### config.mk
export PLATFORM = sky130hd
export DESIGN_NAME = disp_scan_ctrl_flat
export DESIGN_NICKNAME = d
export VERILOG_FILES = /design/src/rtl/disp_pkg.sv /design/src/rtl/disp_scan_ctrl_if.sv /design/src/rtl/disp_slot_timer.sv /design/src/rtl/disp_scan_ctrl.sv /design/src/flat_wrapper.sv
export SDC_FILE = /design/constraint.sdc
export NUM_CORES = 1
export LEC_CHECK = 0
export ABC_AREA = 1
export CAP_MARGIN = 20
export CORE_ASPECT_RATIO = 0.9
export CORE_MARGIN = 10
export CORE_UTILIZATION = 31
export DETAILED_ROUTE_END_ITERATION = 10
export SLEW_MARGIN = 20
export SYNTH_ARGS = -nofsm -noshare
export SYNTH_HDL_FRONTEND = slang
export SYNTH_SLANG_ARGS = --single-unit
### constraint.sdc
create_clock -name clk -period 1.8 [get_ports clk]
set_clock_uncertainty 0.15 [all_clocks]
set_input_delay 0.45 -clock clk [delete_from_list [all_inputs] [get_ports clk]]
set_output_delay 0.45 -clock clk [all_outputs]
set_load 0.1 [all_outputs]
### src/rtl/disp_pkg.sv
// Shared types and constants for the multiplexed 7-segment scan controller.
package disp_pkg;
  localparam int         NUM_DIGITS = 4;
  localparam int         IDX_W      = 2;
  localparam logic [3:0] AN_OFF     = 4'b1111;

  typedef enum logic { BLANK, SHOW } state_e;

  typedef struct packed {
    logic [15:0] num;
    logic [3:0]  pts;
    logic [3:0]  en;
  } disp_buf_t;

  function automatic logic [3:0] an_sel(input logic [IDX_W-1:0] idx);
    return ~(4'b0001 << idx);
  endfunction
endpackage

### src/rtl/disp_scan_ctrl_if.sv
// Value/strobe inputs from register logic and decoder/anode outputs to the board.
interface disp_scan_ctrl_if;
  logic [15:0] disp_num;
  logic [3:0]  points;
  logic [3:0]  digit_en;
  logic        load;
  logic [3:0]  AN;
  logic [3:0]  D;
  logic        LE;
  logic        point;
  logic        frame_done;

  modport master (output disp_num, points, digit_en, load,
                  input  AN, D, LE, point, frame_done);
  modport slave  (input  disp_num, points, digit_en, load,
                  output AN, D, LE, point, frame_done);
endinterface

### src/rtl/disp_slot_timer.sv
// Per-digit slot counter and digit index, with blank/slot/frame end strobes.
module disp_slot_timer
  import disp_pkg::*;
#(
  parameter int SCAN_DIV     = 100000,
  parameter int BLANK_CYCLES = 1000
) (
  input  logic             clk,
  input  logic             rst,
  output logic [IDX_W-1:0] idx_next,
  output logic             blank_end,
  output logic             slot_end,
  output logic             frame_end
);
  localparam int               CNT_W      = $clog2(SCAN_DIV);
  localparam logic [CNT_W-1:0] SLOT_LAST  = CNT_W'(SCAN_DIV - 1);
  localparam logic [CNT_W-1:0] BLANK_LAST = CNT_W'(BLANK_CYCLES - 1);

  logic [CNT_W-1:0] cnt_q, cnt_d;
  logic [IDX_W-1:0] idx_q, idx_d;

  // Strobes fire on the last cycle of their phase so the next edge lands on the boundary.
  always_comb begin
    blank_end = (cnt_q == BLANK_LAST);
    slot_end  = (cnt_q == SLOT_LAST);
    frame_end = slot_end && (idx_q == '1);
    cnt_d     = slot_end ? '0 : cnt_q + 1'b1;
    idx_d     = slot_end ? idx_q + 1'b1 : idx_q;
    idx_next  = idx_d;
  end

  always_ff @(posedge clk) begin
    if (rst) begin
      cnt_q <= '0;
      idx_q <= '0;
    end else begin
      cnt_q <= cnt_d;
      idx_q <= idx_d;
    end
  end
endmodule

### src/rtl/disp_scan_ctrl.sv
// Four-digit scan controller driving one shared hex decoder with double-buffered content.
// Define DISP_SCAN_LZB_EN to blank leading zero digits (digit 0 always shown).
module disp_scan_ctrl
  import disp_pkg::*;
#(
  parameter int SCAN_DIV     = 100000,
  parameter int BLANK_CYCLES = 1000
) (
  input  logic             clk,
  input  logic             rst,
  disp_scan_ctrl_if.slave  bus
);
  logic [IDX_W-1:0] idx_next;
  logic             blank_end, slot_end, frame_end;

  disp_slot_timer #(
    .SCAN_DIV     (SCAN_DIV),
    .BLANK_CYCLES (BLANK_CYCLES)
  ) u_timer (
    .clk       (clk),
    .rst       (rst),
    .idx_next  (idx_next),
    .blank_end (blank_end),
    .slot_end  (slot_end),
    .frame_end (frame_end)
  );

  state_e    state_q, state_d;
  disp_buf_t act_q, act_d, pend_q, pend_d;
  logic      pend_v_q, pend_v_d;
  logic [3:0] an_q, an_d, d_q, d_d;
  logic       le_q, le_d, point_q, point_d, fd_q, fd_d;
  logic [NUM_DIGITS-1:0] eff_en;
  logic       show;

  always_comb begin
    state_d = state_q;
    case (state_q)
      BLANK:   if (blank_end) state_d = SHOW;
      SHOW:    if (slot_end)  state_d = BLANK;
      default: state_d = BLANK;
    endcase
  end

  // A load coinciding with the frame edge lands in pending and waits a full frame.
  always_comb begin
    act_d    = act_q;
    pend_d   = pend_q;
    pend_v_d = pend_v_q;
    if (frame_end && pend_v_q) begin
      act_d    = pend_q;
      pend_v_d = 1'b0;
    end
    if (bus.load) begin
      pend_d   = '{num: bus.disp_num, pts: bus.points, en: bus.digit_en};
      pend_v_d = 1'b1;
    end
  end

`ifdef DISP_SCAN_LZB_EN
  logic [NUM_DIGITS-1:0] lzb_dark;
  logic                  hi_zero;
  always_comb begin
    lzb_dark = '0;
    hi_zero  = 1'b1;
    for (int i = NUM_DIGITS - 1; i > 0; i--) begin
      hi_zero     = hi_zero && (act_d.num[4*i +: 4] == 4'h0);
      lzb_dark[i] = hi_zero;
    end
    eff_en = act_d.en & ~lzb_dark;
  end
`else
  always_comb eff_en = act_d.en;
`endif

  // Outputs are computed from next-cycle state so the registered pins line up with cnt.
  always_comb begin
    show    = (state_d == SHOW) && eff_en[idx_next];
    an_d    = show ? an_sel(idx_next) : AN_OFF;
    le_d    = ~show;
    d_d     = act_d.num[{idx_next, 2'b00} +: 4];
    point_d = show && act_d.pts[idx_next];
    fd_d    = frame_end;
  end

  always_ff @(posedge clk) begin
    if (rst) begin
      state_q  <= BLANK;
      act_q    <= '0;
      pend_q   <= '0;
      pend_v_q <= 1'b0;
      an_q     <= AN_OFF;
      d_q      <= 4'h0;
      le_q     <= 1'b1;
      point_q  <= 1'b0;
      fd_q     <= 1'b0;
    end else begin
      state_q  <= state_d;
      act_q    <= act_d;
      pend_q   <= pend_d;
      pend_v_q <= pend_v_d;
      an_q     <= an_d;
      d_q      <= d_d;
      le_q     <= le_d;
      point_q  <= point_d;
      fd_q     <= fd_d;
    end
  end

  assign bus.AN         = an_q;
  assign bus.D          = d_q;
  assign bus.LE         = le_q;
  assign bus.point      = point_q;
  assign bus.frame_done = fd_q;
endmodule

### src/flat_wrapper.sv
// flat-port wrapper written by rule: the top's interface ports become plain ports
module disp_scan_ctrl_flat import disp_pkg::*;
#(
  parameter int SCAN_DIV     = 100000,
  parameter int BLANK_CYCLES = 1000
)
  (clk, rst, bus_disp_num, bus_points, bus_digit_en, bus_load, bus_AN, bus_D, bus_LE, bus_point, bus_frame_done);
  disp_scan_ctrl_if bus_i ();
  input  logic clk;
  input  logic rst;
  input wire logic [$bits(bus_i.disp_num)-1:0] bus_disp_num;
  input wire logic [$bits(bus_i.points)-1:0] bus_points;
  input wire logic [$bits(bus_i.digit_en)-1:0] bus_digit_en;
  input wire logic [$bits(bus_i.load)-1:0] bus_load;
  output wire logic [$bits(bus_i.AN)-1:0] bus_AN;
  output wire logic [$bits(bus_i.D)-1:0] bus_D;
  output wire logic [$bits(bus_i.LE)-1:0] bus_LE;
  output wire logic [$bits(bus_i.point)-1:0] bus_point;
  output wire logic [$bits(bus_i.frame_done)-1:0] bus_frame_done;
  assign bus_i.disp_num = bus_disp_num;
  assign bus_i.points = bus_points;
  assign bus_i.digit_en = bus_digit_en;
  assign bus_i.load = bus_load;
  assign bus_AN = bus_i.AN;
  assign bus_D = bus_i.D;
  assign bus_LE = bus_i.LE;
  assign bus_point = bus_i.point;
  assign bus_frame_done = bus_i.frame_done;
  disp_scan_ctrl #(.SCAN_DIV(SCAN_DIV), .BLANK_CYCLES(BLANK_CYCLES)) u_core (.clk(clk), .rst(rst), .bus(bus_i));
endmodule
* Yosys cells after proc, flatten, opt, wreduce, memory -nomap -nowiden *
Cells that the tools add are included.

storage, ports and cells
  output and inout port bits = 11
  logic and storage cells = 44
  input port bits = 27
  register bits after elaboration = 80

cells by class
  shifts and indexed selects = 2
  mux-type cells = 11
  reductions and logical operators = 7
  bitwise operators = 3
  equal/unequal tests = 3
  $lt $le $gt $ge = 1
  add/subtract/negate cells = 2

operator list
  kind                                                                           number
  24-bit two-way mux                                                             1
  17-bit by 1-bit adder with 17-bit output (second input constant)               1
  17-bit by 10-bit == test with 1-bit output (second input constant)             1
  17-bit == test (second input constant)                                         1
  16-bit by 5-bit indexed part select with 4-bit output                          1
  1-bit two-way mux                                                              6
  1-bit binary-select mux with 2-bit select                                      2
  1-bit logical AND                                                              4
  4-bit inverter                                                                 1
  2-bit OR reduction                                                             2
  1-bit by 2-bit << shifter with 4-bit output (first input constant)             1
  2-bit by 3-bit less-than comparator with 1-bit output (second input constant)  1
  2-bit by 1-bit adder with 2-bit output (second input constant)                 1
  2-bit == test (second input constant)                                          1
  2-bit two-way mux                                                              1
  1-bit inverter                                                                 2
  1-bit one-hot mux with 2 select lines                                          1
  2-bit nonzero test                                                             1

* Longest topological paths before layout *
  depth in word-level cells = 9
  depth in mapped cells = 13
  gate-level depth less buffers = 13

* Cells and area by module *
A second synthesis with hierarchy kept.

second synthesis, totals
  cells, all modules = 471
  area total of the unflattened synthesis = 3,505.9 um2

by module, submodules not included
  module           area each (um2)  seq. area each (um2)  cells an instance  instances
  disp_scan_ctrl   2,434.8          1,221.2               317                1
  disp_slot_timer  1,071.0          380.4                 154                1

* Worst setup path before layout *
No wires, ideal clock.

  path kind = register to register
  from = register u_core.u_timer.cnt_q[0]
  to = register u_core.point_q (netlist: u_core.bus.point)
  arrival = 1.611 ns
  slack = -0.074 ns
  clock period less this slack = 1.874 ns
  cell stages (with the launch flop) = 14
  path buffers = 1
  data required time = 1.536 ns
  setup time = 0.114 ns
  cell sequence = dfxtp_1 ha_1 nand2_2 nor2_8 inv_2 nor2_4 nand4_4 buf_6 nand2_1 nand2_1 nand2_1 nand2_1 nor2_1 nor2_2

between the ends
  word-level cells in the longest chain between the ends = 8
  elaborated cells on any way between the ends = 15
  classes of those cells = eq/ne: 2; mux: 9; reduce/logical: 4

RTL lines
  what                                       RTL line               source
  start, declared                            disp_slot_timer.sv:19  logic [CNT_W-1:0] cnt_q, cnt_d;
  start signal, assigned                     disp_slot_timer.sv:37  cnt_q <= cnt_d;
  17-bit == test                             disp_slot_timer.sv:25  slot_end = (cnt_q == SLOT_LAST);
  1-bit logical AND                          disp_slot_timer.sv:26  frame_end = slot_end && (idx_q == '1);
  1-bit logical AND                          disp_scan_ctrl.sv:50   if (frame_end && pend_v_q) begin
  24-bit two-way mux                         disp_scan_ctrl.sv:50
  1-bit binary-select mux with 2-bit select  disp_scan_ctrl.sv:78   show = (state_d == SHOW) && eff_en[idx_next];
  1-bit two-way mux (not written as such)    disp_scan_ctrl.sv:78
  1-bit logical AND                          disp_scan_ctrl.sv:78
  1-bit logical AND (*)                      disp_scan_ctrl.sv:82   point_d = show && act_d.pts[idx_next];
  end signal, assigned                       disp_scan_ctrl.sv:105  point_q <= point_d;
  end, declared                              disp_scan_ctrl.sv:32   logic le_q, le_d, point_q, point_d, fd_q, fd_d;

Every way passes the cells marked *; elsewhere a longest branch is shown, timed or not. The select of a mux whose other input is x is not followed.
A chain may end at the register's enable or synchronous reset.

* Final worst setup path *
  from = register u_core.u_timer.cnt_q[1]
  to = register u_core.d_q[2] (netlist: u_core.bus.D[2])

between the ends
  word-level cells in the longest chain between the ends = 5
  elaborated cells on any way between the ends = 6
  classes of those cells = eq/ne: 1; shift: 1; mux: 2; reduce/logical: 2

RTL lines
  what                                                       RTL line               source
  17-bit == test (*)                                         disp_slot_timer.sv:25
  1-bit logical AND                                          disp_slot_timer.sv:26
  1-bit logical AND                                          disp_scan_ctrl.sv:50
  24-bit two-way mux                                         disp_scan_ctrl.sv:50
  16-bit by 5-bit indexed part select with 4-bit output (*)  disp_scan_ctrl.sv:81   d_d = act_d.num[{idx_next, 2'b00} +: 4];
  end signal, assigned                                       disp_scan_ctrl.sv:93   d_q <= 4'h0;
  end signal, assigned                                       disp_scan_ctrl.sv:103  d_q <= d_d;
  end, declared                                              disp_scan_ctrl.sv:31   logic [3:0] an_q, an_d, d_q, d_d;

Every way passes the cells marked *; elsewhere a longest branch is shown, timed or not.

==> summary.txt <==
Synth
  • Simple-Gate Fraction of Synth Area: 0.309
  • Top_reg_cell synth: dfxtp_1
  • Fraction of synthesized area in multiplexers: 0
  • Total number of yosys warnings: 0
  • Mapped Area: about 3400 µm²
  • Post-synthesis cell count: roughly 440
  • Xor-xnor portion of the synthesized cell area: 0.0154
  • EDFF count, synth: 0
  • Post-synth cell types: 34
  • Post-synthesis sequential area ratio: 0.470
  • Synth area leaders: dfxtp_1 (47%), nand2_1 (12%), nor2_1 (7.3%)
  • Synth cell count leaders: nand2_1 (106), dfxtp_1 (80), nor2_1 (66)
  • Synth Area in Compound Gates: 0.123
  • Syn Area/Cell: between 7 and 8 µm²
  • #FFs+latches synth: 80
  • Synth Net Count: 473
  • Cell with the most instances after synthesis: nand2_1
  • Yosys top cell area share: 0.470
  • Synth area leader: dfxtp_1
  • Post-synthesis adder-cell area fraction: 0.00735
  • Ys async rst share: 0
  • Largest family of logic cells by synthesized area: simple AND/OR/NAND/NOR gates

STA
  • Worst hold slack: 0.328 ns
  • Worst slew pin tran: around 0.29 ns
  • RSZ-0062 raised after global routing: yes
  • Setup ws final: -0.171 ns
  • Period utilization: 1.10
  • Slew HR: 0.806
  • Setup violators final: 14
  • Slew Limit Fails: 0
  • Min cycle time layout: 1.97 ns
  • Setup Total Neg Slack: -1.50 ns
  • Hold Vio Cnt, Final: 0
  • FMAX: a little over 0.5 GHz

Global routing
  • Largest net degree at the start of global routing: 33
  • Initial antenna violation count: 0
  • All-Layer GR Usage: 0.116
  • Global-route wire length before repair: approximately 15 mm
  • Overflow after GRT: 0
  • Vias in the first global route: about 3100

Critical path
  • WP data required: approximately 1.9 ns
  • Crit. End Element: flop
  • Critical path launch point type: flop
  • Crit-path max FO: 8
  • Critical path class: reg -> reg
  • Crit path DAT: 2.04 ns
  • Worst Reg2Reg Path Length in Cells: 14

Finish
  • Nets@finish: 584
  • Final Non-Filler Cells: between 600 and 700
  • Fillers: about 980
  • Post-layout util: 0.480
  • Cell area after layout: 5160 µm²
  • Layout cells sized above 1: 0.373
  • Multi-input logic area: approximately 1800 µm²
  • Ant diodes: 0
  • Register area: about 1600 µm²
  • Area growth syn-to-layout: 51.7%

Clock network
  • H-tree levels: 3
  • Clock-pin slew on the worst setup and hold paths: 0.06 ns
  • Clk_lat worst skew: approximately 0.33 ns
  • Clk buf depth: 2
  • TritonCTS clock tree: built
  • Post-cts hold buffer count: 0
  • CTS Sinks: 80
  • Root Driver: clkbuf_16
  • Total clock buffers created by CTS: 9

Power
  • Power Density: between 700 and 800 nW/µm²
  • VDD IR max: 0.000406 V
  • Leakage power: ~2.2 nW
  • Total power: 3.66 mW

Detailed routing
  • Pre-Repair DR Iteration Count: 4
  • Final wirelength: 8.47 mm
  • WL/cell: between 10 and 15 µm
  • Remaining antenna violation count: 0
  • DRT iter0 DRCs: 84
  • Via density per instance: 4.48
  • Via count: roughly 3100
  • Drc violations: 0

Die
  • Total die area: between 15000 and 20000 µm²
  • Die Y: 119 µm
  • Core ar.: 10800 µm²
  • DIE WIDTH: ~130 µm
  • Initial Util: 0.316
  • I/O Pins: 38
  • FP Rows: 36

Placement
  • Placement Cell Area: about 4500 µm²
  • Placed cells: roughly 660
  • Worst slack, placed: -0.312 ns
  • Detail Placement HPWL: roughly 6 mm
  • Gpl congestion: 0.797
  • Port bufs: 37

Outcome
  • Failing checks: setup timing
  • Status: finished with violations

Run
  • Max-Cap Viols: 0

Worst hold path
  • Hold depth: 2
  • Worst hold path type: reg -> reg
-- timing repair --
action,4_1_cts,5_1_grt
endpoints found under the setup margin,18,37
pin swaps,14,23
gates cloned,1,0
resized for setup,40,38
setup buffers,20,1
-- worst max-delay path, stage by stage (launching register included) --
cell,delay [ns]
dfxtp_2,0.35
ha_4,0.15
nand2_4,0.07
nor2_8,0.15
inv_2,0.06
nor2_4,0.09
nand4_4,0.12
buf_12,0.20
buf_12,0.14
nand2_4,0.06
o21ai_4,0.05
nand2_1,0.07
nand2_2,0.07
nor2_2,0.08
nor2_1,0.04
-- per-layer routing --
layer	vias up	global-route usage	part of all wire
met1	1409	0.148	0.48
met4	0	0.0431	0.015
met5	-	0	0
met2	46	0.184	0.48
met3	7	0.0284	0.033
li1	1631	-	-
-- final cells by class --
class,count,share of cell area
Clock buffer,11,0.0470
Clock inverter,3,0.00388
Inverter,47,0.0351
Multi-Input combinational cell,303,0.353
Sequential cell,80,0.312
Tap cell,133,0.0322
Timing Repair Buffer,114,0.217
-- placed cells by master (no fill, tap or decap), drive strengths merged --
cell             n
o21bai           1
nor3             5
inv             46
nor3b            2
or2              1
o21a             2
o21ai           38
clkdlybuf4s50   26
a211oi           1
nor2            76
nand3           14
buf             88
nand2          112
xnor2            2
nand4           10
nand3b           1
dfxtp           80
ha               2
clkinv           2
clkbuf          11
nor4             1
xor2             4
a21oi           31
clkinvlp         2
-- power breakdown --
group          total, mW  switching [mW]  internal (mW)
clock               1.63           0.674          0.953
sequential          1.84          0.0263           1.82
combinational      0.192          0.0933         0.0990
total               3.66           0.794           2.87
-- kinds of logic (layout without fill, tap and decap cells) --
kind of cell | Yosys count | in the layout
XOR/XNOR | 6 | 6
AND/OR/NAND/NOR | 222 | 222
buffers and inverters | 61 | 175
flip-flops | 80 | 80
AO/OA/AOI/OAI | 73 | 73
adder cells (fa/ha/maj) | 2 | 2
-- worst paths after layout --
path                                 startpoint                       endpoint  slack (ns)
max          u_core.u_timer.cnt_q[1]$_SDFF_PP0_     u_core.bus.D[2]$_SDFF_PP0_       -0.17
min               u_core.pend_q[9]$_SDFFE_PP0P_  u_core.pend_q[9]$_SDFFE_PP0P_        0.33
max reg2reg  u_core.u_timer.cnt_q[1]$_SDFF_PP0_     u_core.bus.D[2]$_SDFF_PP0_       -0.17
min reg2reg       u_core.pend_q[9]$_SDFFE_PP0P_  u_core.pend_q[9]$_SDFFE_PP0P_        0.33
-- sequential cells by signal (all words and copies together) (netlist names) --
signal                 cells
u_core.act_q              24
u_core.bus.AN              4
u_core.bus.D               4
u_core.bus.LE              1
u_core.bus.frame_done      1
u_core.bus.point           1
u_core.pend_q             24
u_core.pend_v_q            1
u_core.state_q             1
u_core.u_timer.cnt_q      17
u_core.u_timer.idx_q       2
No activity file was read; power rests on OpenSTA's default activity.
